### config.mk
export PLATFORM = sky130hd
export DESIGN_NAME = condicionador_botoes_flat
export DESIGN_NICKNAME = d
export VERILOG_FILES = /design/src/rtl/condicionador_botoes_if.sv /design/src/rtl/condicionador_botoes.sv /design/src/flat_wrapper.sv
export SDC_FILE = /design/constraint.sdc
export NUM_CORES = 1
export LEC_CHECK = 0
export ABC_AREA = 1
export ABC_CLOCK_PERIOD_IN_PS = 1300
export BUFFER_PORTS_ARGS = -buffer_cell sky130_fd_sc_hd__clkbuf_2
export CORE_ASPECT_RATIO = 0.7
export CORE_UTILIZATION = 58
export CTS_CLUSTER_SIZE = 14
export DETAILED_ROUTE_END_ITERATION = 10
export HOLD_SLACK_MARGIN = 0.02
export PLACE_DENSITY = 0.89
export SETUP_SLACK_MARGIN = 0.2
export SKIP_LAST_GASP = 1
export SLEW_MARGIN = 20
export SYNTH_ARGS = -nofsm -noshare
export SYNTH_HDL_FRONTEND = slang
export SYNTH_SLANG_ARGS = --single-unit
### constraint.sdc
create_clock -name clock -period 1.3 [get_ports clock]
set_input_delay 0.39 -clock clock [delete_from_list [all_inputs] [get_ports clock]]
set_output_delay 0.39 -clock clock [all_outputs]
set_load 0.1 [all_outputs]
### src/rtl/condicionador_botoes_if.sv
// Button-conditioner bus: raw buttons in, conditioned one-hot code plus status out.
// The slave side is the conditioner; the master side is whoever drives the buttons and reads the code.
interface condicionador_botoes_if;
    logic [3:0] botoes_in;
    logic [3:0] botoes;
    logic       jogada_valida;
    logic       erro_multiplo;
    logic [1:0] db_estado;

    modport slave (
        input  botoes_in,
        output botoes,
        output jogada_valida,
        output erro_multiplo,
        output db_estado
    );

    modport master (
        output botoes_in,
        input  botoes,
        input  jogada_valida,
        input  erro_multiplo,
        input  db_estado
    );
endinterface

### src/rtl/condicionador_botoes.sv
// Push-button conditioner: 2-FF synchroniser, per-bit debounce and a small FSM.
// The FSM guarantees botoes is zero or one-hot and that each physical press yields
// exactly one jogada_valida pulse. Multi-button presses are flagged via erro_multiplo.
module condicionador_botoes #(
    parameter int DEBOUNCE_TICKS = 20,
    parameter int N_CNT          = 5
) (
    input  logic                  clock,
    input  logic                  reset,
    condicionador_botoes_if.slave bus
);

    localparam logic [1:0] OCIOSO      = 2'd0;
    localparam logic [1:0] PRESSIONADO = 2'd1;
    localparam logic [1:0] INVALIDO    = 2'd2;

    localparam logic [N_CNT-1:0] CNT_LAST = N_CNT'(DEBOUNCE_TICKS - 1);

    logic [3:0]       sync1_reg;
    logic [3:0]       sync2_reg;
    logic [N_CNT-1:0] cnt_reg [4];
    logic             deb_reg [4];
    logic [3:0]       s_deb;

    logic [1:0] state_reg, state_next;
    logic [3:0] code_reg, code_next;
    logic [3:0] botoes_reg, botoes_next;
    logic       jv_reg, jv_next;
    logic       err_reg, err_next;
    logic       one_hot;

    // Two-flop synchroniser for the asynchronous raw buttons.
    always_ff @(posedge clock or negedge reset) begin
        if (!reset) begin
            sync1_reg <= 4'd0;
            sync2_reg <= 4'd0;
        end else begin
            sync1_reg <= bus.botoes_in;
            sync2_reg <= sync1_reg;
        end
    end

    genvar gi;
    generate
        for (gi = 0; gi < 4; gi++) begin : g_debounce
            // Accept a level change only after DEBOUNCE_TICKS consecutive mismatching cycles;
            // any agreeing cycle restarts the count so short glitches never get through.
            always_ff @(posedge clock or negedge reset) begin
                if (!reset) begin
                    cnt_reg[gi] <= '0;
                    deb_reg[gi] <= 1'b0;
                end else if (sync2_reg[gi] == deb_reg[gi]) begin
                    cnt_reg[gi] <= '0;
                end else if (cnt_reg[gi] == CNT_LAST) begin
                    deb_reg[gi] <= sync2_reg[gi];
                    cnt_reg[gi] <= '0;
                end else begin
                    cnt_reg[gi] <= cnt_reg[gi] + N_CNT'(1);
                end
            end

            assign s_deb[gi] = deb_reg[gi];
        end
    endgenerate

    assign one_hot = (s_deb != 4'd0) && ((s_deb & (s_deb - 4'd1)) == 4'd0);

    // Next-state and registered-output logic of the press FSM.
    always_comb begin
        state_next  = state_reg;
        code_next   = code_reg;
        botoes_next = botoes_reg;
        jv_next     = 1'b0;
        err_next    = 1'b0;
        case (state_reg)
            OCIOSO: begin
                botoes_next = 4'd0;
                if (s_deb == 4'd0) begin
                    state_next = OCIOSO;
                end else if (one_hot) begin
                    state_next  = PRESSIONADO;
                    code_next   = s_deb;
                    botoes_next = s_deb;
                    jv_next     = 1'b1;
                end else begin
                    state_next = INVALIDO;
                    err_next   = 1'b1;
                end
            end
            PRESSIONADO: begin
                if (s_deb == code_reg) begin
                    botoes_next = code_reg;
                end else if (s_deb == 4'd0) begin
                    state_next  = OCIOSO;
                    botoes_next = 4'd0;
                end else begin
                    state_next  = INVALIDO;
                    botoes_next = 4'd0;
                    err_next    = 1'b1;
                end
            end
            INVALIDO: begin
                botoes_next = 4'd0;
                if (s_deb == 4'd0) begin
                    state_next = OCIOSO;
                end else begin
                    err_next = 1'b1;
                end
            end
            default: begin
                // Unused encoding: fall back to idle with everything cleared.
                state_next  = OCIOSO;
                code_next   = 4'd0;
                botoes_next = 4'd0;
            end
        endcase
    end

    // FSM state and output registers.
    always_ff @(posedge clock or negedge reset) begin
        if (!reset) begin
            state_reg  <= OCIOSO;
            code_reg   <= 4'd0;
            botoes_reg <= 4'd0;
            jv_reg     <= 1'b0;
            err_reg    <= 1'b0;
        end else begin
            state_reg  <= state_next;
            code_reg   <= code_next;
            botoes_reg <= botoes_next;
            jv_reg     <= jv_next;
            err_reg    <= err_next;
        end
    end

    assign bus.botoes        = botoes_reg;
    assign bus.jogada_valida = jv_reg;
    assign bus.erro_multiplo = err_reg;
    assign bus.db_estado     = state_reg;

endmodule

### src/flat_wrapper.sv
// flat-port wrapper written by rule: the top's interface ports become plain ports
module condicionador_botoes_flat 
#(
    parameter int DEBOUNCE_TICKS = 20,
    parameter int N_CNT          = 5
)
  (clock, reset, bus_botoes_in, bus_botoes, bus_jogada_valida, bus_erro_multiplo, bus_db_estado);
  condicionador_botoes_if bus_i ();
  input  logic clock;
  input  logic reset;
  input wire logic [$bits(bus_i.botoes_in)-1:0] bus_botoes_in;
  output wire logic [$bits(bus_i.botoes)-1:0] bus_botoes;
  output wire logic [$bits(bus_i.jogada_valida)-1:0] bus_jogada_valida;
  output wire logic [$bits(bus_i.erro_multiplo)-1:0] bus_erro_multiplo;
  output wire logic [$bits(bus_i.db_estado)-1:0] bus_db_estado;
  assign bus_i.botoes_in = bus_botoes_in;
  assign bus_botoes = bus_i.botoes;
  assign bus_jogada_valida = bus_i.jogada_valida;
  assign bus_erro_multiplo = bus_i.erro_multiplo;
  assign bus_db_estado = bus_i.db_estado;
  condicionador_botoes #(.DEBOUNCE_TICKS(DEBOUNCE_TICKS), .N_CNT(N_CNT)) u_core (.clock(clock), .reset(reset), .bus(bus_i));
endmodule
### Word-level counts from Yosys, hierarchy flattened

Index checks and enable logic that the tools add are counted.

| storage, ports and cells | value |
|---|---|
| register bits after elaboration | 44 |
| output and inout bits | 8 |

| operators by class | value |
|---|---|
| add/subtract/negate cells | 5 |
| multiplexer cells | 29 |
| bitwise gates (word level) | 6 |
| reduce and logical (&&, ||, !) cells | 12 |
| equal/unequal tests | 15 |

Operators by type and width:

| operator | number |
|---|---|
| $mux 5 | 8 |
| $add 5x1->5 const B | 4 |
| $eq 5x5->1 const B | 4 |
| $mux 4 | 5 |
| $pmux 4 s2 | 2 |
| $mux 2 | 5 |
| $reduce_and 2->1 | 5 |
| $logic_not 4->1 | 2 |
| $mux 1 | 7 |
| $pmux 2 s3 | 1 |
| $not 1->1 | 5 |
| $and 4x4->4 | 1 |
| $eq 1x1->1 | 4 |
| $eq 4x4->1 | 1 |
| $ne 2x1->1 const B | 2 |
| $ne 2x2->1 const B | 2 |
| $reduce_bool 4->1 | 1 |
| $sub 4x1->4 const B | 1 |
| $pmux 1 s3 | 1 |
| $reduce_and 3->1 | 1 |
| $eq 2x1->1 const B | 1 |
| $eq 2x2->1 const B | 1 |
| $logic_not 2->1 | 1 |
| $reduce_or 2->1 | 1 |
| $logic_and 1x1->1 | 1 |

### Logic depth before layout (Yosys ltp)

| logic depth | value |
|---|---|
| depth after elaboration | 7 |
| gate-level depth with buffers | 9 |
| mapped depth without buffers | 8 |

### Worst setup path after synthesis

Ideal clock, no wire load.

| timing path | value |
|---|---|
| kind | register to register |
| start point | register u_core.state_reg[0], in the netlist u_core.bus.db_estado[0] |
| end point | register u_core.err_reg, in the netlist u_core.bus.erro_multiplo |
| stages on the path, launching flop included | 8 |
| setup slack | -0.621 ns |
| library setup time | 0.118 ns |
| arrival time | 1.803 ns |
| required time | 1.182 ns |
| clock period less this slack | 1.921 ns |
| path through | dfrtp_1 inv_1 ha_1 clkbuf_4 nand3_1 nand2_1 a21oi_1 nor2_1 |

| on the way | value |
|---|---|
| longest elaborated chain between the ends | 2 |
| elaborated cells on any way between the ends | 4 |
| classes of those cells | eq/ne (2); mux (1); reduce/logical (1) |

Ends and longest elaborated chain:

| what | line | text |
|---|---|---|
| start: declaration | condicionador_botoes.sv:25 | `logic [1:0] state_reg, state_next;` |
| start signal: assignment | condicionador_botoes.sv:128 | `state_reg <= state_next;` |
| $eq 2x2->1, or another cell as far along | condicionador_botoes.sv:75 | `case (state_reg)` |
| $pmux 1 s3 * | condicionador_botoes.sv:75 |  |
| via u_core.err_next | condicionador_botoes.sv:29 | `logic err_reg, err_next;` |
| end signal: assignment | condicionador_botoes.sv:132 | `err_reg <= err_next;` |
| end: declaration | condicionador_botoes.sv:29 |  |

The timed path passes the listed nets; every way through them passes the cells marked *.
A chain may end at the register's enable or synchronous reset.

### Worst setup path in the final report

| timing path | value |
|---|---|
| start point | register u_core.state_reg[1], in the netlist u_core.bus.db_estado[1] |
| end point | register u_core.code_reg[3] |

| on the way | value |
|---|---|
| longest elaborated chain between the ends | 4 |
| elaborated cells on any way between the ends | 9 |
| classes of those cells | eq/ne (4); mux (1); bitwise (1); reduce/logical (3) |

Ends and longest elaborated chain:

| what | line | text |
|---|---|---|
| $eq 2x1->1 / $eq 2x2->1 (equally long branches) | condicionador_botoes.sv:75 |  |
| $reduce_or 2->1 (no line) | - |  |
| $not 1->1 (no line) | - |  |
| $reduce_and 3->1 (no line) | - |  |
| end signal: assignment | condicionador_botoes.sv:129 | `code_reg <= code_next;` |
| end: declaration | condicionador_botoes.sv:26 | `logic [3:0] code_reg, code_next;` |

Several ways; a longest one is shown, not always the timed one.

==> summary.md <==
| Metric | Value |
|---|---|
| Initial Util | 61.3% |
| Distinct cells, synth | 20 |
| Setup violations, final | 12 |
| Combinational Power Share | 6.4% |
| GP Congestion | 0.880 |
| Sequential area share after synthesis | 56.3% |
| Sw power | 0.000597 W |
| Slowest stage cell, crit path | dfrtp_4 |
| Average size of a mapped cell | 9.78 sq um |
| Register area | 1120 sq um |
| Post-layout min period | 1.37 ns |
| Gate Count Post-Synth | 200 |
| Area grow syn2layout | 39.2% |
| Worst stage delay on the critical path | 0.50 ns |
| Placed cells | 250 |
| LEAKAGE | 1.26 nW |
| CTS tree | done |
| Max-cap violation count | 0 |
| Final #Nets | 251 |
| Most common cell in the netlist | dfrtp_1 |
| Clk slew on worst S/H paths | 0.08 ns |
| Reg-to-reg endpoint | u_core.code_reg[3] |
| Sw Ratio | 23.7% |
| Total internal power | 0.00192 W |
| Port bufs | 13 |
| Die Area | 3610 sq um |
| Failing checks | negative setup slack |
| Footprint of the multi-input gates | 987 sq um |
| Worst setup path endpoint | u_core.code_reg[3] |
| Buffer and inverter count on the worst path | 4 |
| Crit Path Max Fanout | 5 |
| Delay-heaviest family, CP | flip-flops |
| Die Y-Extent | 50.6 microns |
| Top cells by area, synth | dfrtp_1 (56%), nand2_1 (6.7%), nand3_1 (5.4%), ha_1 (5.1%), nor2_1 (4.6%) |
| Worst setup path start | u_core.bus.db_estado[1] |
| Worst path depth | 7 |
| Clock Path Buffers | 2 |
| Crit end category | register |
| Startpoint Class | register |
| Slew @ Worst Pin | 0.290 ns |
| Finished Cell Area | 2720 sq um |
| Area after DPL | 2240 sq um |
| RSZ-0062 raised after global routing | yes |
| Clock Latency Late Sink | 0.31 ns |
| Post-route setup slack | -0.0704 ns |
| R2R cell count | 7 |
| Synthesized area | 1960 sq um |
| Share of cells above drive strength 1 | 44.1% |
| Initial antenna violation count | 0 |
| Pre-antenna DRT Iters | 4 |
| Share of Yosys cell area claimed by the top area cell type | 56.3% |
| Initial DRC count | 94 |
| Remaining global-route overflow | 0 |
| Post-route ant nets | 0 |
| Final Skew | 0.00863 ns |
| Commonest cells post-synth | dfrtp_1 (44), nand2_1 (35), nor2_1 (24), nand3_1 (21), inv_1 (16) |
| Core Area | 3190 sq um |
| Post-synth EDFFs | 0 |
| Worst min-delay path class | in2reg |
| Non-Filler Instances | 276 |
| Max reg flops | 20 |
| Syn nets | 214 |
| Largest net degree at the start of global routing | 35 |
| Arrival time worst endpoint | 1.62 ns |
| Final worst path period share | 105% |
| Antenna diode count | 0 |
| Post-DP HPWL | 2270 microns |
| Yosys warns | 0 |
| Fill cells | 147 |
| GRT Util Overall | 24.3% |
| H-tree level count | 2 |
| Vias per inst | 5.36 |
| CP Data Required Time | 1.55 ns |
| Fin. Hold Viols | 0 |
| First-pass GRT wire length | 6380 microns |
| Vias in the first global route | 1457 |
| Peak VDD IR | 0.000824 V |
| Chip Width | 71.4 microns |
| Synth Register Bits | 44 |
| Top_reg_cell synth | dfrtp_1 |
| Run status | finished with violations |
| Setup Crit Path Kind | reg2reg |
| Slew headroom | 80.7% |
| RR Startpoint | u_core.bus.db_estado[1] |
| P per Cell Area | 924 nW/um^2 |
| Remaining DRCs | 0 |
| Core Rows | 17 |
| Async SR Flop Fraction | 100% |
| CTS root buffer | clkbuf_8 |
| CTS Buf Count | 5 |
| WL final | 4060 microns |
| Power share of the clock group | 35.9% |
| Overall power | 0.00252 W |
| Slew Viols, Final | 0 |
| Cell taking the most area after synthesis | dfrtp_1 |
| Seq pwr share | 57.7% |
| Vias | 1478 |
| Reg-to-reg slack, setup | -0.07 ns |
| Fmax | 0.730 GHz |
| Routed WL per cell | 14.7 microns |
| # clock sinks | 44 |
| Critical-path cell list | buf_6 > buf_12 > clkinv_8 > ha_4 > buf_4 > nand4_1 > nand2_1 |
| # IOs | 14 |
-- stage by stage --
step / setup WS [ns] / util, % / TNS (ns) / hold WS, ns
after floorplan: -0.0677 / - / -0.181 / 0.0944
after global placement: 0.0473 / 70.1 / 0 / 0.279
after detailed placement: 0.0478 / 70.1 / 0 / 0.291
after CTS: -0.0676 / 79.8 / -0.463 / 0.188
after global routing: -0.176 / 85.4 / -1.47 / 0.176
final: -0.0704 / 85.4 / -0.601 / 0.180
-- final cells by class --
cell class	instances	area share, %
flip-flops and latches	44	41.2
multi-input cells	133	36.2
repair buffers	33	14.0
inverters	20	3.40
clock buffers	7	3.17
well taps	38	1.75
clock inverters	1	0.276
-- kinds of logic (layout without fill, tap and decap cells) --
| group | after synthesis | count (layout) | share of synthesized area (%) |
|---|---|---|---|
| DFF | 44 | 44 | 56.3 |
| buffers and inverters | 23 | 61 | 5.37 |
| adders and majority gates | 8 | 8 | 5.12 |
| and+or+nand+nor | 97 | 97 | 23.2 |
| AOI/OAI and AO/OA | 15 | 15 | 4.22 |
| xor gates and xnor gates | 13 | 13 | 5.82 |
-- per-layer routing --
metal / vias up / global-route usage (%) / share of wire [%]
met4: 0 / 7.00 / 1.4
li1: 706 / - / -
met3: 8 / 9.24 / 5.1
met1: 723 / 29.2 / 43
met2: 41 / 41.1 / 50
met5: - / 0 / 0
-- cells in the final DEF, fill, tap and decap left out, types with 5 or more instances in the layout --
cell type and count:
buf_12 10, inv_1 10, nand3_2 8, inv_2 7
buf_6 5, nor2_1 23, nand2_2 8, buf_4 12
dfrtp_1 32, nand2_1 29, clkbuf_2 5, nand3_1 11
dfrtp_2 10, clkbuf_8 6, xor2_1 5
-- worst min path at each step --
| stage | start | to | slack (ns) | cells past startpoint |
|---|---|---|---|---|
| 4_1_cts | bus_botoes_in[2] | u_core.sync1_reg[2] | 0.19 | 1 |
| 3_3_place_gp | reset | u_core.cnt_reg[10] | 0.28 | 1 |
| 3_5_place_dp | reset | u_core.cnt_reg[11] | 0.29 | 1 |
| 5_1_grt | bus_botoes_in[2] | u_core.sync1_reg[2] | 0.18 | 1 |
| 2_1_floorplan | reset | u_core.bus.botoes[0] | 0.09 | 0 |
| 6_report | bus_botoes_in[1] | u_core.sync1_reg[1] | 0.18 | 1 |
-- power groups by stage --
stage          combinational (W)  clock, W  sequential, W
2_1_floorplan          0.0000630         0        0.00146
3_3_place_gp            0.000111         0        0.00147
3_5_place_dp            0.000119         0        0.00147
4_1_cts                 0.000146  0.000900        0.00145
5_1_grt                 0.000184  0.000958        0.00146
6_report                0.000161  0.000903        0.00145
-- what timing repair did --
action	in CTS	in global routing
gates resized for setup	27	30
hold buffers	1	0
pin swaps	9	15
buffers inserted	12	5
hold endpoints to repair	10	0
setup endpoints to repair	26	27
-- worst register-to-register path, cell delays in order, from the launching register on --
cell      delay [ns]
dfrtp_4         0.50
buf_6           0.13
buf_12          0.12
clkinv_8        0.05
ha_4            0.17
buf_4           0.14
nand4_1         0.12
nand2_1         0.09
Note: power is estimated with default switching activity, not from simulation.
